**config.mk**
```make
export PLATFORM = sky130hd
export DESIGN_NAME = ssd_mux
export DESIGN_NICKNAME = d
export VERILOG_FILES = /design/src/rtl/ssd_pkg.sv /design/src/rtl/ssd_seg_decode.sv /design/src/rtl/ssd_mux.sv
export SDC_FILE = /design/constraint.sdc
export NUM_CORES = 1
export LEC_CHECK = 0
export ABC_AREA = 1
export CORE_MARGIN = 3
export CORE_UTILIZATION = 45
export DETAILED_ROUTE_END_ITERATION = 8
export PLACE_DENSITY = 0.73
export REMOVE_ABC_BUFFERS = 1
export SYNTH_ARGS = -nofsm -noshare
export SYNTH_HDL_FRONTEND = slang
export SYNTH_SLANG_ARGS = --single-unit
```
**constraint.sdc**
```tcl
create_clock -name clk -period 3.18 [get_ports clk]
set_input_delay 0.318 -clock clk [delete_from_list [all_inputs] [get_ports clk]]
set_output_delay 0.318 -clock clk [all_outputs]
set_load 0.01 [all_outputs]
```
**src/rtl/ssd_pkg.sv**
```systemverilog
// Shared constants and helpers for the multiplexed seven-segment driver.
// Glyphs are {A,B,C,D,E,F,G}, 1 = lit.
package ssd_pkg;

  localparam logic [6:0] SEG_BLANK = 7'b0000000;

  localparam logic [6:0] SEG_0 = 7'b1111110;
  localparam logic [6:0] SEG_1 = 7'b0110000;
  localparam logic [6:0] SEG_2 = 7'b1101101;
  localparam logic [6:0] SEG_3 = 7'b1111001;
  localparam logic [6:0] SEG_4 = 7'b0110011;
  localparam logic [6:0] SEG_5 = 7'b1011011;
  localparam logic [6:0] SEG_6 = 7'b1011111;
  localparam logic [6:0] SEG_7 = 7'b1110000;
  localparam logic [6:0] SEG_8 = 7'b1111111;
  localparam logic [6:0] SEG_9 = 7'b1111011;
  localparam logic [6:0] SEG_A = 7'b1110111;
  localparam logic [6:0] SEG_B = 7'b0011111;
  localparam logic [6:0] SEG_C = 7'b1001110;
  localparam logic [6:0] SEG_D = 7'b0111101;
  localparam logic [6:0] SEG_E = 7'b1001111;
  localparam logic [6:0] SEG_F = 7'b1000111;

  function automatic int clog2_min1(input int n);
    int r;
    r = 0;
    while ((1 << r) < n) r++;
    return (r < 1) ? 1 : r;
  endfunction

endpackage

```
**src/rtl/ssd_seg_decode.sv**
```systemverilog
// Hex nibble to seven-segment glyph, purely combinational.
// Feeds the output register stage in ssd_mux.
module ssd_seg_decode
  import ssd_pkg::*;
(
  input  logic [3:0] i_nibble,
  output logic [6:0] o_segs
);

  always_comb begin
    o_segs = SEG_BLANK;
    unique case (i_nibble)
      4'h0: o_segs = SEG_0;
      4'h1: o_segs = SEG_1;
      4'h2: o_segs = SEG_2;
      4'h3: o_segs = SEG_3;
      4'h4: o_segs = SEG_4;
      4'h5: o_segs = SEG_5;
      4'h6: o_segs = SEG_6;
      4'h7: o_segs = SEG_7;
      4'h8: o_segs = SEG_8;
      4'h9: o_segs = SEG_9;
      4'hA: o_segs = SEG_A;
      4'hB: o_segs = SEG_B;
      4'hC: o_segs = SEG_C;
      4'hD: o_segs = SEG_D;
      4'hE: o_segs = SEG_E;
      4'hF: o_segs = SEG_F;
    endcase
  end

endmodule

```
**src/rtl/ssd_mux.sv**
```systemverilog
// Time-multiplexed N-digit seven-segment driver with guard time,
// PWM brightness, decimal points and leading-zero blanking.
module ssd_mux
  import ssd_pkg::*;
#(
  parameter int DIGITS       = 2,
  parameter int DIGIT_CYCLES = 1000,
  parameter int GUARD_CYCLES = 8,
  parameter int BR_W         = 4
) (
  input  logic                  clk,
  input  logic                  resetn,
  input  logic [4*DIGITS-1:0]   value,
  input  logic [DIGITS-1:0]     dp_in,
  input  logic                  blank_lz,
  input  logic [BR_W-1:0]       brightness,
  output logic [6:0]            ssd_segs,
  output logic                  ssd_dp,
  output logic [DIGITS-1:0]     ssd_sel,
  output logic                  frame_tick
);

  localparam int SLOT_W = clog2_min1(DIGIT_CYCLES);
  localparam int IDX_W  = clog2_min1(DIGITS);
  localparam int NSLOT  = 1 << IDX_W;

  localparam logic [SLOT_W-1:0] SLOT_LAST =
    SLOT_W'(DIGIT_CYCLES - 1);
  localparam logic [IDX_W-1:0] IDX_LAST =
    IDX_W'(DIGITS - 1);
  localparam logic [BR_W-1:0] BR_FULL = '1;

  logic [SLOT_W-1:0]   r_slot_cnt;
  logic [IDX_W-1:0]    r_idx;
  logic [BR_W-1:0]     r_pwm_cnt;

  logic [4*DIGITS-1:0] r_snap_val;
  logic [DIGITS-1:0]   r_snap_dp;
  logic                r_snap_blz;
  logic [BR_W-1:0]     r_snap_br;

  logic [6:0]          r_segs;
  logic                r_dp;
  logic [DIGITS-1:0]   r_sel;
  logic                r_frame_tick;

  logic                w_frame_start;
  logic [4*DIGITS-1:0] w_val;
  logic [DIGITS-1:0]   w_dp;
  logic                w_blz;
  logic [BR_W-1:0]     w_br;

  logic [3:0]          w_nib [NSLOT];
  logic [NSLOT-1:0]    w_dp_pad;
  logic [NSLOT-1:0]    w_upper_zero;
  logic                w_run_zero;

  logic [3:0]          w_nib_sel;
  logic [6:0]          w_glyph;
  logic                w_guard;
  logic                w_lit;
  logic                w_on;
  logic                w_blank;
  logic [6:0]          w_segs_nxt;
  logic                w_dp_nxt;
  logic [DIGITS-1:0]   w_sel_nxt;

  assign w_frame_start = (r_slot_cnt == '0) && (r_idx == '0);

  // Frame-start cycle shows the inputs being captured, so the
  // whole frame is coherent with its own snapshot.
  assign w_val = w_frame_start ? value      : r_snap_val;
  assign w_dp  = w_frame_start ? dp_in      : r_snap_dp;
  assign w_blz = w_frame_start ? blank_lz   : r_snap_blz;
  assign w_br  = w_frame_start ? brightness : r_snap_br;

  always_comb begin
    for (int i = 0; i < NSLOT; i++) begin
      w_nib[i]    = 4'h0;
      w_dp_pad[i] = 1'b0;
    end
    for (int i = 0; i < DIGITS; i++) begin
      w_nib[i]    = w_val[4*i +: 4];
      w_dp_pad[i] = w_dp[i];
    end
    w_upper_zero = '0;
    w_run_zero   = 1'b1;
    for (int i = NSLOT - 1; i >= 0; i--) begin
      w_run_zero      = w_run_zero & (w_nib[i] == 4'h0);
      w_upper_zero[i] = w_run_zero;
    end
  end

  assign w_nib_sel = w_nib[r_idx];

  ssd_seg_decode u_dec (
    .i_nibble (w_nib_sel),
    .o_segs   (w_glyph)
  );

  generate
    if (GUARD_CYCLES == 0) begin : g_noguard
      assign w_guard = 1'b0;
    end else begin : g_guard
      assign w_guard = r_slot_cnt < SLOT_W'(GUARD_CYCLES);
    end
  endgenerate

  assign w_lit   = (w_br == BR_FULL) || (r_pwm_cnt < w_br);
  assign w_on    = !w_guard && w_lit;
  assign w_blank = w_blz && (r_idx != '0) && w_upper_zero[r_idx];

  assign w_segs_nxt = (w_on && !w_blank) ? w_glyph : SEG_BLANK;
  assign w_dp_nxt   = w_on && w_dp_pad[r_idx];

  always_comb begin
    w_sel_nxt = '0;
    for (int i = 0; i < DIGITS; i++)
      w_sel_nxt[i] = (r_idx == IDX_W'(i));
  end

  always_ff @(posedge clk) begin
    if (!resetn) begin
      r_slot_cnt   <= '0;
      r_idx        <= '0;
      r_pwm_cnt    <= '0;
      r_snap_val   <= '0;
      r_snap_dp    <= '0;
      r_snap_blz   <= 1'b0;
      r_snap_br    <= '0;
      r_segs       <= SEG_BLANK;
      r_dp         <= 1'b0;
      r_sel        <= '0;
      r_frame_tick <= 1'b0;
    end else begin
      r_segs       <= w_segs_nxt;
      r_dp         <= w_dp_nxt;
      r_sel        <= w_sel_nxt;
      r_frame_tick <= w_frame_start;
      r_pwm_cnt    <= r_pwm_cnt + BR_W'(1);
      if (w_frame_start) begin
        r_snap_val <= value;
        r_snap_dp  <= dp_in;
        r_snap_blz <= blank_lz;
        r_snap_br  <= brightness;
      end
      if (r_slot_cnt == SLOT_LAST) begin
        r_slot_cnt <= '0;
        r_idx      <= (r_idx == IDX_LAST) ? '0 : r_idx + IDX_W'(1);
      end else begin
        r_slot_cnt <= r_slot_cnt + SLOT_W'(1);
      end
    end
  end

  assign ssd_segs   = r_segs;
  assign ssd_dp     = r_dp;
  assign ssd_sel    = r_sel;
  assign frame_tick = r_frame_tick;

endmodule

```
==> results of run 1 <==
per-stage QoR:
stage	power (mW)	instance area [µm²]
final	1.301	2510
after floorplan	0.8009	2051
after global routing	1.382	2510
after global placement	0.8704	2394
after detailed placement	0.8783	2394
after CTS	1.313	2510
cell type report:
type	count	area (µm²)	area share
clock buffer	7	86.33	0.03440
clock inverter	1	30.03	0.01196
sequential	41	820.8	0.3270
inverter	48	187.7	0.07478
timing repair buffer	28	277.8	0.1107
tap	52	65.06	0.02592
multi-input combinational	188	1042	0.4153
cells in the final DEF, fill, tap and decap left out, types with 6 or more instances in the layout:
cell type,n
clkdlybuf4s50_1,27
nand2_2,9
nand2_1,58
nand3_1,18
dfxtp_1,41
ha_1,12
inv_1,46
clkbuf_8,6
nor2_1,48
worst max path at each step:
stage                              from     endpoint  slack (ns)  cells past startpoint
after floorplan           r_slot_cnt[0]  ssd_segs[5]        0.68                     13
after global placement    r_slot_cnt[0]  ssd_segs[5]        0.55                     14
after detailed placement  r_slot_cnt[0]  ssd_segs[3]        0.50                     15
after CTS                 r_slot_cnt[0]  ssd_segs[3]        0.48                     15
after global routing      r_slot_cnt[0]  ssd_segs[3]        0.18                     15
final                     r_slot_cnt[0]  ssd_segs[3]        0.50                     15
cell families (layout without fill, tap and decap cells):
kind of cell	Yosys count	count (layout)	synth area share
AND/OR/NAND/NOR	151	151	0.3367
buffers and inverters	53	84	0.1095
flip-flops	41	41	0.3923
AO/OA/AOI/OAI	19	19	0.06281
adder cells (fa/ha/maj)	12	12	0.07177
XOR/XNOR	3	3	0.01256
multiplexers	3	3	0.01435
power by group through the flow:
stage	logic (mW)	clock network (mW)	registers, mW
after floorplan	0.234	0	0.567
after global placement	0.303	0	0.567
after detailed placement	0.309	0	0.569
after CTS	0.312	0.444	0.557
after global routing	0.363	0.459	0.560
final	0.309	0.434	0.557
sequential cells by signal (all words and copies together) (netlist names):
name        cells
r_snap_dp       2
r_snap_blz      1
ssd_sel         2
r_snap_val      8
r_snap_br       4
ssd_dp          1
r_idx           1
ssd_segs        7
frame_tick      1
r_pwm_cnt       4
r_slot_cnt     10
critical path, cell delays in order, from the launching register on:
cell,delay (ns)
dfxtp_1,0.37
inv_1,0.05
ha_1,0.19
nor3b_4,0.19
nand2_4,0.27
nand2_1,0.08
nand2_1,0.06
inv_1,0.04
o21ai_0,0.49
inv_1,0.21
ha_1,0.34
nand2_1,0.07
nand3_1,0.08
nand2_1,0.06
inv_1,0.04
nor2_1,0.09
layer usage:
| layer | global-route usage | up-vias | share of wire |
|---|---|---|---|
| met3 | 0.04459 | 6 | 0.047 |
| met5 | 0 | - | 0 |
| li1 | - | 928 | - |
| met1 | 0.2038 | 776 | 0.49 |
| met2 | 0.2559 | 29 | 0.45 |
| met4 | 0.06640 | 0 | 0.018 |
==> run summary, run 1 <==
Routed via count = 1739
Yosys Warn Count = 0
Die area = 0.005503 mm²
Outcome = completed
Switching pwr = 0.3787 mW
DIE WIDTH = 74.18 µm
Vias in the first global route = 1579
Hold/Removal Path Class = register to register
Final design utilization = 0.5686
CTS sink cnt = 41
Reg clk slew, reported paths = 0.07 ns
Largest area contributor in the netlist = dfxtp_1
Synth Area per Inst = 7.418 µm²
Cell area after synthesis = 0.002092 mm²
Antenna viol nets, final = 0
CTS Buf Count = 5
Hold Path Sink = r_slot_cnt[0]
Int Power = 0.9218 mW
Post-synth EDFFs = 0
Hold Startpoint = r_slot_cnt[0]
Post-cts resize count = 0
First-pass GRT wire length = 6831 µm
Cell with the most instances after synthesis = nand2_1
Slew @ Worst Pin = 0.7028 ns
Number of synthesized register bits = 41
Finished Layout Cells = 365
Max cap viols = 0
Dpl cells = 357
Sequential power share = 0.428
DRC = 0
Most used flip-flop cell after synthesis = dfxtp_1
Crit Reg-Reg Endpoint = ssd_segs[3]
Setup TNS = 0 ns
Clock Skew = 0.01128 ns
Netlist cell types = 33
VDD IR-drop max = 0.2096 mV
Kind of critical path = register to register
Wirelength per Cell = 10.78 µm
Hold buffers post-CTS = 0
Critical Path Source Type = register
Sw Ratio = 0.2912
Reg2Reg Depth = 15
Worst Setup Slack, final = 0.5010 ns
Clock Path Buffers = 2
Final setup violation count = 0
Ys async rst share = 0
Final hold viol count = 0
Antenna cells = 0
Nets = 341
GRT overflow = 0
Number of port buffers = 27
Worst Setup End Kind = register
CORE AREA = 0.004414 mm²
Initial Util = 0.4739
Fillers = 416
Vias per cell = 4.764
Area share of the largest cell type after synthesis = 0.3923
Die height = 74.18 µm
Pwr dens = 518.2 mW/mm²
Mapped Cells = 282
Max-slew violation count = 0
Layout cells sized above 1 = 0.09585
Initial DRC Count = 57
Global Route Usage Sum = 0.1603
Cells on Worst Hold Path = 1
Final hold slack = 0.4674 ns
DRT Wirelength = 3936 µm
Initial antenna violation count = 0
Tmin final = 2.679 ns
Clk Latency, worst-skew pair = 0.30 ns
FP Rows = 24
# Post-CTS Setup Buffers = 0
CP Data Arrival Time = 2.91 ns
Io pins = 28
CTS tree = built
Combinational share of power = 0.238
Final Cycle Share = 0.8425
Routability cong. = 0.8876
Largest cells by area after synthesis = dfxtp_1, nand2_1, nor2_1
RSZ-0062 raised after global routing = false
Fmax = 373.3 MHz
# H-tree levels = 2
Slew headroom = 0.5310
First-pass detailed-route iteration total = 4
Clk root buf = clkbuf_8
Reg2reg setup slack = 0.50 ns
DP HPWL = 2927 µm
Crit Path Max Fanout = 21
Setup slack at placement = 0.5014 ns
Req. time, crit path = 3.41 ns
Post-synth top cells = nand2_1, nor2_1, inv_1, dfxtp_1, nand3_1
Clock power share = 0.334
R2r startpoint = r_slot_cnt[0]
P_leak = 1.184 nW
Post-synthesis sequential area ratio = 0.3923
Area grow syn2layout = 19.98%
Largest net degree at the start of global routing = 23
Note: power is estimated with default switching activity, not from simulation.
==> run 2: changes to the inputs <==
==> constraint.sdc (replaced) <==
create_clock -name clk -period 2.7 [get_ports clk]
set_input_delay 0.27 -clock clk [delete_from_list [all_inputs] [get_ports clk]]
set_output_delay 0.27 -clock clk [all_outputs]
set_load 0.01 [all_outputs]
==> run 2 against run 1 <==
Non-clock buffer count up 5. Final cell count increased by 1.4%. Sequential power rose by 17%. Critical path depth is 1 lower. Wire length fell by 0.56%. Hold slack worse by 0.0060 ns. Design area up 1.8%. Combinational power rose by 23%. First-iteration DRC count stayed put. Via count down 0.69%. Clock-buffer cell count unchanged. Critical path type unchanged. Largest power group unchanged.
==> run summary, run 2 (synthesized netlist as in run 1, its figures left out) <==
Outcome = completed
Largest net degree at the start of global routing = 23 (unchanged)
Combinational share of power = 0.246 (+0.008)
Clock Path Buffers = 2 (unchanged)
DIE WIDTH = 74.18 µm (unchanged)
Routability cong. = 0.8551 (-3.7%)
CTS tree = built
CORE AREA = 0.004414 mm² (unchanged)
Sw Ratio = 0.2919 (+0.0007225)
Max FFs per register = 10 (unchanged)
Antenna viol nets, final = 0 (unchanged)
CP startpoint = r_slot_cnt[0]
VDD IR-drop max = 0.2802 mV (+34%)
Hold/Removal Path Class = register to register
Final setup violation count = 0 (unchanged)
Max-slew violation count = 0 (unchanged)
RSZ-0062 raised after global routing = false
Reg2reg setup slack = 0.36 ns (-0.14 ns)
Initial DRC Count = 57 (unchanged)
Total power = 1.545 mW (+19%)
CP endpoint = ssd_segs[5]
Most frequent CP cell = inv_1
CTS sink cnt = 41 (unchanged)
Worst Setup End Kind = register
CTS Buf Count = 5 (unchanged)
Vias per cell = 4.668 (-2.0%)
Switching pwr = 0.4510 mW (+19%)
Sequential power share = 0.424 (-0.004)
Most frequent cells in the layout = nand2_1, nor2_1, inv_1
Critical Path Source Type = register
First-pass GRT wire length = 6906 µm (+1.1%)
Initial antenna violation count = 0 (unchanged)
Antenna cells = 0 (unchanged)
Kind of critical path = register to register
Crit-path cells = inv_1, ha_1, nor3b_4, buf_4, nand3_1, nand2_1, inv_1, o21ai_0, inv_1, ha_1, o21ai_1, nand2_1, inv_1, nor2_1
Pwr dens = 604.3 mW/mm² (+17%)
Reg2Reg Depth = 14 (-1)
Reg clk slew, reported paths = 0.08 ns (about the same)
Die height = 74.18 µm (unchanged)
Most flop-heavy register = r_slot_cnt
Clock Skew = 0.005770 ns (-0.005511 ns)
Int Power = 1.094 mW (+19%)
Global Route Usage Sum = 0.1616 (+0.001265)
Req. time, crit path = 2.89 ns (-0.52 ns)
Crit Reg-Reg Endpoint = ssd_segs[5]
Wirelength per Cell = 10.58 µm (-1.9%)
First-pass detailed-route iteration total = 5 (+1)
Fmax = 426.9 MHz (+14%)
Io pins = 28 (unchanged)
GRT overflow = 0 (unchanged)
CP Data Arrival Time = 2.54 ns (-0.37 ns)
Fillers = 417 (+0.24%)
DRC = 0 (unchanged)
Critical Path Max Stage Delay = 0.34 ns (-0.15 ns)
Nets = 346 (+1.5%)
Initial Util = 0.4739 (unchanged)
DRT Wirelength = 3914 µm (-0.56%)
Layout cells sized above 1 = 0.1101 (+0.01422)
# H-tree levels = 2 (unchanged)
Routed via count = 1727 (-0.69%)
Crit Path Max Fanout = 8 (-62%)
Vias in the first global route = 1670 (+5.8%)
Slew headroom = 0.5511 (+0.02013)
Die area = 0.005503 mm² (unchanged)
Area grow syn2layout = 22.19%
P_leak = 1.210 nW (+2.1%)
Final Cycle Share = 0.8677 (+0.02520)
Final hold viol count = 0 (unchanged)
Number of port buffers = 27 (unchanged)
Commonest non-fill, non-tap cell in the layout = nand2_1
Worst path slowest cell = dfxtp_1
R2r startpoint = r_slot_cnt[0]
Max cap viols = 0 (unchanged)
Slew @ Worst Pin = 0.6726 ns (-0.03016 ns)
Tmin final = 2.343 ns (-0.3363 ns)
FP Rows = 24 (unchanged)
Clk Latency, worst-skew pair = 0.29 ns (about the same)
Setup TNS = 0 ns (unchanged)
Clock power share = 0.331 (-0.003)
Clk root buf = clkbuf_8
DP HPWL = 2905 µm (-0.76%)
run 2: layout make-up:
cell class | count | area, µm² | area share
Timing Repair Buffer | 33 | 315.3 | 0.1233
Clock buffer | 7 | 86.33 | 0.03377
Tap cell | 52 | 65.06 | 0.02545
Inverter | 48 | 187.7 | 0.07342
Clock inverter | 1 | 30.03 | 0.01175
Sequential cell | 41 | 820.8 | 0.3211
Multi-Input combinational cell | 188 | 1051 | 0.4112
run 2: worst max-delay path: cells and delay by family (launching register included):
kind	cells	cell delay [ns]
compound gates	2	0.35
fa+ha+maj	2	0.45
buf+inv	5	0.54
flops	1	0.34
simple gates	5	0.58
run 2: routing by layer:
layer,GRT usage,wire length (µm),part of all wire,vias up
met5,0,0,0,-
met4,0.05835,63,0.016,0
met3,0.04324,198,0.051,7
met2,0.2746,1801,0.46,32
met1,0.1959,1849,0.47,751
li1,-,-,-,937
run 2: per-stage QoR:
stage               std cells  setup WS [ns]  hold slack (ns)  cell area (µm²)    util
global route              370         0.1079           0.4956             2556  0.5791
CTS                       368         0.3223           0.4680             2532  0.5737
finish                    370         0.3573           0.4614             2556  0.5791
floorplan                 277         0.2025           0.3635             2051       -
global placement          360         0.4247           0.4460             2416  0.5473
detailed placement        360         0.3756           0.4491             2416  0.5473
run 2: repair_timing:
| action | CTS | global route |
|---|---|---|
| endpoints found under the setup margin | 0 | 2 |
| hold buffers | 0 | 0 |
| buffers inserted | 0 | 2 |
| gates resized for setup | 0 | 1 |
run 2: power by group through the flow:
stage	Sequential, mW	Combinational (mW)	Clock (mW)
after floorplan	0.668	0.276	0
after global placement	0.668	0.362	0
after detailed placement	0.669	0.371	0
after CTS	0.654	0.376	0.524
after global routing	0.660	0.444	0.540
final	0.654	0.379	0.511
run 2: how the worst min path moves through the flow:
stage          slack [ns]          start  cells after the start            end
5_1_grt              0.50  r_slot_cnt[0]                      1  r_slot_cnt[0]
3_3_place_gp         0.45   r_pwm_cnt[0]                      1   r_pwm_cnt[0]
4_1_cts              0.47   r_pwm_cnt[0]                      1   r_pwm_cnt[0]
6_report             0.46   r_pwm_cnt[0]                      1   r_pwm_cnt[0]
3_5_place_dp         0.45   r_pwm_cnt[0]                      1   r_pwm_cnt[0]
2_1_floorplan        0.36         resetn                      2   r_pwm_cnt[1]
==> run 3: changes to the inputs <==
--- a/config.mk
+++ b/config.mk
@@ -6,6 +6,7 @@
 export NUM_CORES = 1
 export LEC_CHECK = 0
 export ABC_AREA = 1
+export CORE_ASPECT_RATIO = 0.7
 export CORE_MARGIN = 3
 export CORE_UTILIZATION = 45
 export DETAILED_ROUTE_END_ITERATION = 8
==> run 3 against run 2 <==
Sequential share of layout area rose by 0.063 points. Design area down 0.20%. Combinational power about the same. Core utilization barely moved. Die area up 0.24%. Maximum frequency rose by 1.1%. Critical path depth stayed put. Flip-flop and latch count is the same. Clock-buffer cell count unchanged. Non-clock buffer count is the same. Critical path type unchanged. Critical endpoint unchanged. Largest cell class unchanged. Largest power group unchanged.
==> run summary, run 3 (synthesized netlist as in run 1, its figures left out) <==
Wirelength per Cell = 11.05 µm (+4.4%)
Int Power = 1.092 mW (-0.12%)
# H-tree levels = 2 (unchanged)
Setup TNS = 0 ns (unchanged)
Post-cts resize count = 0 (unchanged)
Clock Path Buffers = 2 (unchanged)
First-pass detailed-route iteration total = 4 (-1)
Worst Setup Slack, final = 0.3819 ns (+0.02460 ns)
CORE AREA = 0.004404 mm² (-0.23%)
Die area = 0.005516 mm² (+0.24%)
Setup slack at placement = 0.3891 ns (+0.01348 ns)
Initial antenna violation count = 0 (unchanged)
Met2 wire len = 1660 µm (-7.8%)
M1 WL = 2193 µm (+19%)
GRT overflow = 0 (unchanged)
Antenna viol nets, final = 0 (unchanged)
Kind of critical path = register to register
Clk Latency, worst-skew pair = 0.30 ns (about the same)
FP Rows = 20 (-17%)
Pwr dens = 609.2 mW/mm² (+0.81%)
Nets = 346 (unchanged)
Sequential power share = 0.421 (-0.003)
Die height = 63.05 µm (-15%)
Switching pwr = 0.4618 mW (+2.4%)
Max FFs per register = 10 (unchanged)
Fillers = 413 (-0.96%)
DRT Wirelength = 4120 µm (+5.3%)
P_leak = 1.209 nW (about the same)
Sw Ratio = 0.2971 (+0.005178)
DP HPWL = 3113 µm (+7.2%)
Hold buffers post-CTS = 0 (unchanged)
Commonest non-fill, non-tap cell in the layout = nand2_1
Vias in the first global route = 1613 (-3.4%)
Met3 routed wirelength = 252 µm (+27%)
Dpl cells = 365 (+1.4%)
Io pins = 28 (unchanged)
Final hold viol count = 0 (unchanged)
CTS tree = built
CP Data Arrival Time = 2.51 ns (-0.03 ns)
VDD IR-drop max = 0.3077 mV (+9.8%)
Reg clk slew, reported paths = 0.08 ns (about the same)
Clk root buf = clkbuf_8
Outcome = completed
Number of port buffers = 27 (unchanged)
DRC = 0 (unchanged)
Combinational share of power = 0.244 (-0.002)
Initial Util = 0.4750 (+0.001077)
Antenna cells = 0 (unchanged)
Hold/Removal Path Class = register to register
CP startpoint = r_slot_cnt[0]
Routed via count = 1732 (+0.29%)
Routability cong. = 0.8176 (-4.4%)
Req. time, crit path = 2.89 ns (about the same)
Area grow syn2layout = 21.95%
Clock Skew = 0.007907 ns (+0.002136 ns)
Largest net degree at the start of global routing = 22 (-4.3%)
Finished Layout Cells = 373 (+0.81%)
Top layer in use = met4
DIE WIDTH = 87.50 µm (+18%)
Critical Path Source Type = register
Slew headroom = 0.6652 (+0.1142)
CTS Buf Count = 5 (unchanged)
Most flop-heavy register = r_slot_cnt
Crit Path Max Fanout = 21 (+13)
Final setup violation count = 0 (unchanged)
Vias per cell = 4.643 (-0.52%)
Initial DRC Count = 118 (+110%)
Hold Startpoint = r_pwm_cnt[0]
Most frequent cells in the layout = nand2_1, nor2_1, inv_1
Max-slew violation count = 0 (unchanged)
Final Cycle Share = 0.8585 (-0.009110)
# Post-CTS Setup Buffers = 0 (unchanged)
First-pass GRT wire length = 7176 µm (+3.9%)
RSZ-0062 raised after global routing = false
Global Route Usage Sum = 0.1658 (+0.004228)
Layout cells sized above 1 = 0.1101 (unchanged)
R2r startpoint = r_slot_cnt[0]
Worst Setup End Kind = register
Slew @ Worst Pin = 0.5016 ns (-0.1710 ns)
Fmax = 431.4 MHz (+1.1%)
Clock power share = 0.334 (+0.003)
Max cap viols = 0 (unchanged)
CTS sink cnt = 41 (unchanged)
Tmin final = 2.318 ns (-0.02460 ns)
run 3: changes by cell type in the layout (fill, tap and decap cells not counted):
cell / change
nand2_4: +1
nand2_8: -1
run 3: final timing paths:
| check | to | slack, ns | cells past startpoint |
|---|---|---|---|
| hold / removal | r_pwm_cnt[0] | 0.46 | 1 |
| setup reg to reg | ssd_segs[5] | 0.38 | 14 |
| hold reg to reg | r_pwm_cnt[0] | 0.46 | 1 |
| setup / recovery | ssd_segs[5] | 0.38 | 14 |
run 3: metrics by stage:
| step | util | hold slack, ns | area [µm²] | power (mW) |
|---|---|---|---|---|
| final | 0.5793 | 0.4646 | 2551 | 1.554 |
| after global routing | 0.5793 | 0.4918 | 2551 | 1.657 |
| after CTS | 0.5793 | 0.4669 | 2551 | 1.565 |
| after detailed placement | 0.5528 | 0.4490 | 2435 | 1.046 |
| after global placement | 0.5528 | 0.4470 | 2435 | 1.039 |
| after floorplan | - | 0.3635 | 2051 | 0.9433 |
run 3: area by class of cell:
type | count | area [µm²] | share of cell area
clock buffer | 7 | 86.33 | 0.03384
clock inverter | 1 | 30.03 | 0.01177
inverter | 48 | 187.7 | 0.07357
multi-input combinational | 188 | 1042 | 0.4085
sequential | 41 | 820.8 | 0.3217
tap | 55 | 68.82 | 0.02697
timing repair buffer | 33 | 315.3 | 0.1236
run 3: worst max-delay path, cell delays in order (launching register included):
cell and delay (ns):
dfxtp_1 0.37, inv_1 0.06, ha_1 0.18, nor3b_4 0.16, nand2_4 0.24, nand2_1 0.11, o21ai_2 0.10, inv_1 0.05
o21ai_0 0.21, inv_1 0.12, ha_1 0.32, o21ai_1 0.13, nand2_1 0.06, inv_1 0.05, nor2_1 0.04
run 3: power groups by stage:
stage	registers, mW	logic [mW]	clock network [mW]
after CTS	0.655	0.378	0.531
final	0.655	0.379	0.520
after global routing	0.659	0.439	0.559
after floorplan	0.668	0.276	0
after global placement	0.668	0.370	0
after detailed placement	0.670	0.376	0
run 3: per-layer routing:
metal  up-vias  GRT usage
met5         -          0
met4         0    0.04598
met3         2    0.05534
met2        34     0.2321
met1       758     0.2401
li1        938          -
